## config.mk

```make
export PLATFORM = sky130hd
export DESIGN_NAME = char_buffer_ctrl
export DESIGN_NICKNAME = d
export VERILOG_FILES = /design/src/rtl/char_buffer_ctrl.sv
export SDC_FILE = /design/constraint.sdc
export NUM_CORES = 1
export LEC_CHECK = 0
export BUFFER_PORTS_ARGS = -buffer_cell sky130_fd_sc_hd__buf_2
export CORE_ASPECT_RATIO = 0.6
export CORE_UTILIZATION = 30
export CTS_CLUSTER_DIAMETER = 100
export DETAILED_ROUTE_END_ITERATION = 6
export PLACE_DENSITY_LB_ADDON = 0.12
export SYNTH_ARGS = -nofsm -noshare
export SYNTH_HDL_FRONTEND = slang
export SYNTH_SLANG_ARGS = --single-unit
export TNS_END_PERCENT = 10
```

## constraint.sdc

```tcl
create_clock -name clk -period 3.5 [get_ports clk]
set_clock_uncertainty 0.05 [all_clocks]
set_input_delay 0.525 -clock clk [delete_from_list [all_inputs] [get_ports clk]]
set_output_delay 0.525 -clock clk [all_outputs]
set_load 0.05 [all_outputs]
```

## src/rtl/char_buffer_ctrl.sv

```systemverilog
`default_nettype none
// ============================================================================
// Module      : char_buffer_ctrl
// Description : Write sequencer for the 80x25 character buffer RAM. Executes
//               one VT52 decoder command at a time (put char, clear to end of
//               line, clear to end of screen, scroll up). While scrolling it
//               borrows the RAM's registered read port through a
//               request/grant pair shared with video scan-out.
// Revision    : 1.0 - initial release
// ============================================================================
module char_buffer_ctrl #(
    parameter int         COLS   = 80,
    parameter int         ROWS   = 25,
    parameter int         ADDR_W = 11,
    parameter logic [7:0] BLANK  = 8'h20
) (
    input  logic              clk,
    input  logic              reset,

    input  logic              cmd_valid,
    output logic              cmd_ready,
    input  logic [1:0]        cmd_op,
    input  logic [7:0]        cmd_char,
    input  logic [4:0]        cmd_row,
    input  logic [6:0]        cmd_col,

    output logic              busy,
    output logic              done,
    output logic              err,

    output logic              wr_en,
    output logic [ADDR_W-1:0] wr_addr,
    output logic [7:0]        wr_data,

    output logic              rd_req,
    input  logic              rd_gnt,
    output logic [ADDR_W-1:0] rd_addr,
    input  logic [7:0]        rd_data
);

    // Command opcodes
    localparam logic [1:0] c_OP_PUT    = 2'd0;
    localparam logic [1:0] c_OP_EOL    = 2'd1;
    localparam logic [1:0] c_OP_EOS    = 2'd2;
    localparam logic [1:0] c_OP_SCROLL = 2'd3;

    // Geometry constants at the widths they are compared against
    localparam logic [4:0]        c_ROWS      = 5'(ROWS);
    localparam logic [6:0]        c_COLS      = 7'(COLS);
    localparam logic [ADDR_W-1:0] c_COLS_A    = ADDR_W'(COLS);
    localparam logic [ADDR_W-1:0] c_COLS_M1   = ADDR_W'(COLS - 1);
    localparam logic [ADDR_W-1:0] c_LAST      = ADDR_W'(ROWS * COLS - 1);
    localparam logic [ADDR_W-1:0] c_LAST_ROW  = ADDR_W'((ROWS - 1) * COLS);
    localparam logic [ADDR_W-1:0] c_ONE       = ADDR_W'(1);

    typedef enum logic [2:0] {
        S_IDLE  = 3'd0,
        S_PUT   = 3'd1,
        S_FILL  = 3'd2,
        S_MOVE  = 3'd3,
        S_DRAIN = 3'd4
    } state_t;

    state_t              state_q;
    logic                wr_en_q;
    logic [ADDR_W-1:0]   wr_addr_q;
    logic [7:0]          wr_data_q;
    logic                done_q;
    logic                err_q;
    logic                rd_req_q;
    logic [ADDR_W-1:0]   rd_addr_q;
    logic [ADDR_W-1:0]   k_q;          // destination index of the next scroll read
    logic [ADDR_W-1:0]   fill_end_q;   // last address of the current blank fill
    logic                from_ram_q;   // presented write carries RAM read data

    logic [ADDR_W-1:0]   row_base_d;
    logic [ADDR_W-1:0]   start_d;
    logic [ADDR_W-1:0]   eol_d;
    logic                range_err_d;

    // Target address decode for the command on the input bus
    always_comb begin
        row_base_d  = ADDR_W'(cmd_row) * c_COLS_A;
        start_d     = row_base_d + ADDR_W'(cmd_col);
        eol_d       = row_base_d + c_COLS_M1;
        range_err_d = (cmd_row >= c_ROWS) || (cmd_col >= c_COLS);
    end

    // Command sequencer; all outputs except scroll write data are registered
    always_ff @(posedge clk or posedge reset) begin
        if (reset) begin
            state_q    <= S_IDLE;
            wr_en_q    <= 1'b0;
            wr_addr_q  <= '0;
            wr_data_q  <= '0;
            done_q     <= 1'b0;
            err_q      <= 1'b0;
            rd_req_q   <= 1'b0;
            rd_addr_q  <= '0;
            k_q        <= '0;
            fill_end_q <= '0;
            from_ram_q <= 1'b0;
        end else begin
            done_q <= 1'b0;
            err_q  <= 1'b0;
            case (state_q)
                S_IDLE: begin
                    wr_en_q    <= 1'b0;
                    from_ram_q <= 1'b0;
                    if (cmd_valid) begin
                        if (cmd_op == c_OP_SCROLL) begin
                            // First source row starts one row below the top
                            state_q   <= S_MOVE;
                            rd_req_q  <= 1'b1;
                            rd_addr_q <= c_COLS_A;
                            k_q       <= '0;
                        end else if (range_err_d) begin
                            // Dropped command: flag it and stay idle
                            err_q <= 1'b1;
                        end else begin
                            wr_en_q   <= 1'b1;
                            wr_addr_q <= start_d;
                            case (cmd_op)
                                c_OP_PUT: begin
                                    wr_data_q <= cmd_char;
                                    done_q    <= 1'b1;
                                    state_q   <= S_PUT;
                                end
                                c_OP_EOL: begin
                                    wr_data_q  <= BLANK;
                                    fill_end_q <= eol_d;
                                    done_q     <= (start_d == eol_d);
                                    state_q    <= S_FILL;
                                end
                                default: begin
                                    wr_data_q  <= BLANK;
                                    fill_end_q <= c_LAST;
                                    done_q     <= (start_d == c_LAST);
                                    state_q    <= S_FILL;
                                end
                            endcase
                        end
                    end
                end

                S_PUT: begin
                    wr_en_q <= 1'b0;
                    state_q <= S_IDLE;
                end

                S_FILL: begin
                    if (wr_addr_q == fill_end_q) begin
                        wr_en_q <= 1'b0;
                        state_q <= S_IDLE;
                    end else begin
                        wr_addr_q <= wr_addr_q + c_ONE;
                        done_q    <= ((wr_addr_q + c_ONE) == fill_end_q);
                    end
                end

                S_MOVE: begin
                    // A grant this cycle means RAM data arrives next cycle,
                    // so the matching write is presented then.
                    wr_en_q    <= rd_gnt;
                    from_ram_q <= rd_gnt;
                    wr_addr_q  <= k_q;
                    if (rd_gnt) begin
                        k_q <= k_q + c_ONE;
                        if (rd_addr_q == c_LAST) begin
                            rd_req_q  <= 1'b0;
                            rd_addr_q <= '0;
                            state_q   <= S_DRAIN;
                        end else begin
                            rd_addr_q <= rd_addr_q + c_ONE;
                        end
                    end
                end

                S_DRAIN: begin
                    // Last moved character is written this cycle; blank the
                    // bottom row next.
                    from_ram_q <= 1'b0;
                    wr_en_q    <= 1'b1;
                    wr_addr_q  <= c_LAST_ROW;
                    wr_data_q  <= BLANK;
                    fill_end_q <= c_LAST;
                    done_q     <= (c_LAST_ROW == c_LAST);
                    state_q    <= S_FILL;
                end

                default: begin
                    state_q    <= S_IDLE;
                    wr_en_q    <= 1'b0;
                    rd_req_q   <= 1'b0;
                    from_ram_q <= 1'b0;
                end
            endcase
        end
    end

    // Output mapping; scroll data passes straight from the RAM's output
    // register since it only becomes valid in the write cycle itself.
    always_comb begin
        cmd_ready = (state_q == S_IDLE);
        busy      = (state_q != S_IDLE);
        done      = done_q;
        err       = err_q;
        wr_en     = wr_en_q;
        wr_addr   = wr_addr_q;
        wr_data   = from_ram_q ? rd_data : wr_data_q;
        rd_req    = rd_req_q;
        rd_addr   = rd_addr_q;
    end

endmodule
`default_nettype wire

```

==> impl_metrics.yaml <==
setup_path:
  startpoint_type: "flop"
  path_max_fanout: 9
  worst-setup-path-type: "flop to flop"
  endpoint_kind: "flop"
  arrival_ns: 3.11
  crit_required_ns: 3.66
worst_hold_path:
  min_path_type: "input port to async pin"
logic_synthesis:
  synth-seq-cells: 57
  synth-seq-area-share_pct: 35.46
  syn-num-nets: 526
  synth_edf_count: 0
  yosys-top-cells-area: "dfrtp_1 35%, nand2_1 5.6%, ha_1 5.0%"
  synth_cell_type_count: 62
  yosysTopAreaCell: "dfrtp_1"
  ys.flop_type: "dfrtp_1"
  syn_area_sq_um: 4023
  synth.avg_cell_area_sq_um: 8.487
  synth_top_area_share_pct: 35.46
  yosys_warnings: 0
  syn_inst: 474
  async_reset_ff_share_pct: 100.0
status:
  status: "finished, final reports clean"
floorplanning:
  core_sq_um: 12970
  die_w_um: 151.5
  initial_core_util_pct: 31.01
  io_pins: 70
  dieArea_sq_um: 13890
  rows: 32
  die_h_um: 91.70
place:
  routabilityCongestion: 0.8856
  placed_cell_area_sq_um: 4507
  port_buffers: 69
  dp_slack_ns: 0.5085
  dpl.hpwl_um: 9511
sta:
  tns_ns: 0
  grt_setup_unrepaired: "false"
  fmax_mhz: 339.3
  timing.final.crit_share_pct: 84.21
  slew_violations: 0
  worstMarginPinSlew_ns: 1.105
  finalHoldViolCount: 0
  post-route-min-period_ns: 2.947
  slew_headroom_pct: 25.85
  setup_ws_ns: 0.5528
  setup_viol: 0
pwr:
  totalPowerFinal_mw: 4.143
  p_sw_mw: 1.968
  pwr-share-seq_pct: 28.3
  power.density_nw_per_um2: 856.4
  leakagePower_nw: 2.260
  pwr-share-clk_pct: 23.5
  vdd_drop_max_mv: 0.3836
  switching_share_pct: 47.51
  pwr-share-comb_pct: 48.1
  p_int_mw: 2.174
clocking:
  cts.sinks: 57
  cts_resized: 0
  cts_buffer_depth: 2
  ctsHoldBuffers: 0
  insertion_delay_ns: 0.33
  ctsHtreeMaxLevel: 3
  cts_buffers: 9
  post-cts-setup-buffers: 0
  cts_tree: "yes"
  clk_pin_slew_ns: 0.05
  root_buffer: "clkbuf_16"
layout:
  final_util_pct: 37.29
  layout_commonest_cell: "buf_2"
  area_growth_pct: 20.25
  antenna_cells: 0
  final_area_sq_um: 4837
  layout.nets: 593
  final_cell_mix: "69 x buf_2, 60 x nand2_1, 57 x dfrtp_1"
  drive_gt1_share_pct: 21.06
global_routing:
  grt_remaining_overflow: 0
  grt_max_degree: 26
  grt_pass1_wl_um: 19750
  antenna_found_initial: 0
  grt_usage_pct: 18.91
  grt_pass1_vias: 3592
drt:
  met2_length_um: 4615
  maxUsedRoutingLayer: "met4"
  antenna_left: 0
  drt_iter0_drc: 311
  wl_met1_um: 6803
  num_vias: 3771
  vias_per_cell: 5.267
  route.detailed.drc: 0
  wl_met3_um: 911
  dr.pass1.iters: 5
  drt_wl_total_um: 12420
  wire_per_inst_um: 17.35
run:
  max_cap_viol_count: 0
-- flip-flops by register name, indices dropped and copies added (netlist names), 3 cells and up --
signal	flops
k_q	11
rd_addr	11
wr_addr	11
fill_end_q	8
wr_data_q	8
state_q	3
-- synthesized netlist by cell type, drive strengths merged (4+ instances only) --
| master | count |
|---|---|
| a21oi | 27 |
| nand2 | 61 |
| buf | 6 |
| nand3 | 24 |
| o22a | 4 |
| nor2b | 6 |
| dfrtp | 57 |
| mux2i | 4 |
| mux2 | 12 |
| o31ai | 4 |
| xor2 | 18 |
| nand2b | 5 |
| clkbuf | 14 |
| inv | 15 |
| nor3 | 7 |
| and3 | 12 |
| o21ai | 38 |
| ha | 16 |
| xnor2 | 17 |
| nor2 | 53 |
| nand4 | 12 |
| a21o | 6 |
-- final cells by class --
class	count	area [sq um]
fillers	1363	8135
multi-input cells	379	2399
flip-flops and latches	57	1426
repair buffers	77	405.4
clock buffers	11	252.7
well taps	170	212.7
clock inverters	5	77.57
inverters	17	63.81
-- per-layer routing --
| metal | up-vias | GRT usage (%) |
|---|---|---|
| li1 | 1834 | - |
| met3 | 8 | 5.721 |
| met5 | - | 0 |
| met2 | 119 | 24.39 |
| met1 | 1810 | 29.97 |
| met4 | 0 | 3.630 |
-- path summary, 6_finish.rpt --
kind                                       endpoint  slack, ns                startpoint  depth (start not counted)
max                          state_q[1]$_DFFE_PP0P_       0.55    wr_addr[1]$_DFFE_PP0P_                          6
min                        wr_data_q[0]$_DFFE_PP0P_       0.08                     reset                          2
max reg2reg                  state_q[1]$_DFFE_PP0P_       0.55    wr_addr[1]$_DFFE_PP0P_                          6
min reg2reg                wr_data_q[3]$_DFFE_PP0P_       0.41  wr_data_q[3]$_DFFE_PP0P_                          2
max in group asynchronous        k_q[1]$_DFFE_PP0P_       2.67                     reset                          3
min in group clk           wr_data_q[3]$_DFFE_PP0P_       0.37               cmd_char[3]                          3
-- cell families (layout without fill, tap and decap cells) --
kind of cell               after synthesis  in the layout  synth area share (%)
and+or+nand+nor                        200            200                 24.14
AOI/OAI and AO/OA                      109            109                 16.89
DFF                                     57             57                 35.46
buffers and inverters                   38            110                 4.914
xor gates and xnor gates                36             36                 8.180
adders and majority gates               18             18                 5.972
muxes                                   16             16                 4.448
-- critical path, cell delays in order (launching register included) --
cell	delay (ns)
dfrtp_1	0.47
or4_1	0.55
o22a_1	0.23
or4_4	0.57
nor2b_4	0.15
or4_4	0.50
mux2_4	0.30
-- per-stage QoR --
step           hold WS, ns  std cells
2_1_floorplan       0.3848        474
3_3_place_gp        0.3996        700
3_5_place_dp        0.4033        700
4_1_cts            0.08071        716
5_1_grt            0.08561        716
6_report           0.07649        716
-- power by group through the flow --
stage / logic, mW / clock network (mW) / registers (mW)
after detailed placement: 1.98 / 0 / 1.18
final: 1.99 / 0.975 / 1.17
after CTS: 1.99 / 0.996 / 1.17
after global placement: 1.98 / 0 / 1.17
after global routing: 2.17 / 1.03 / 1.21
after floorplan: 1.40 / 0 / 1.28
Note: power is estimated with default switching activity, not from simulation.
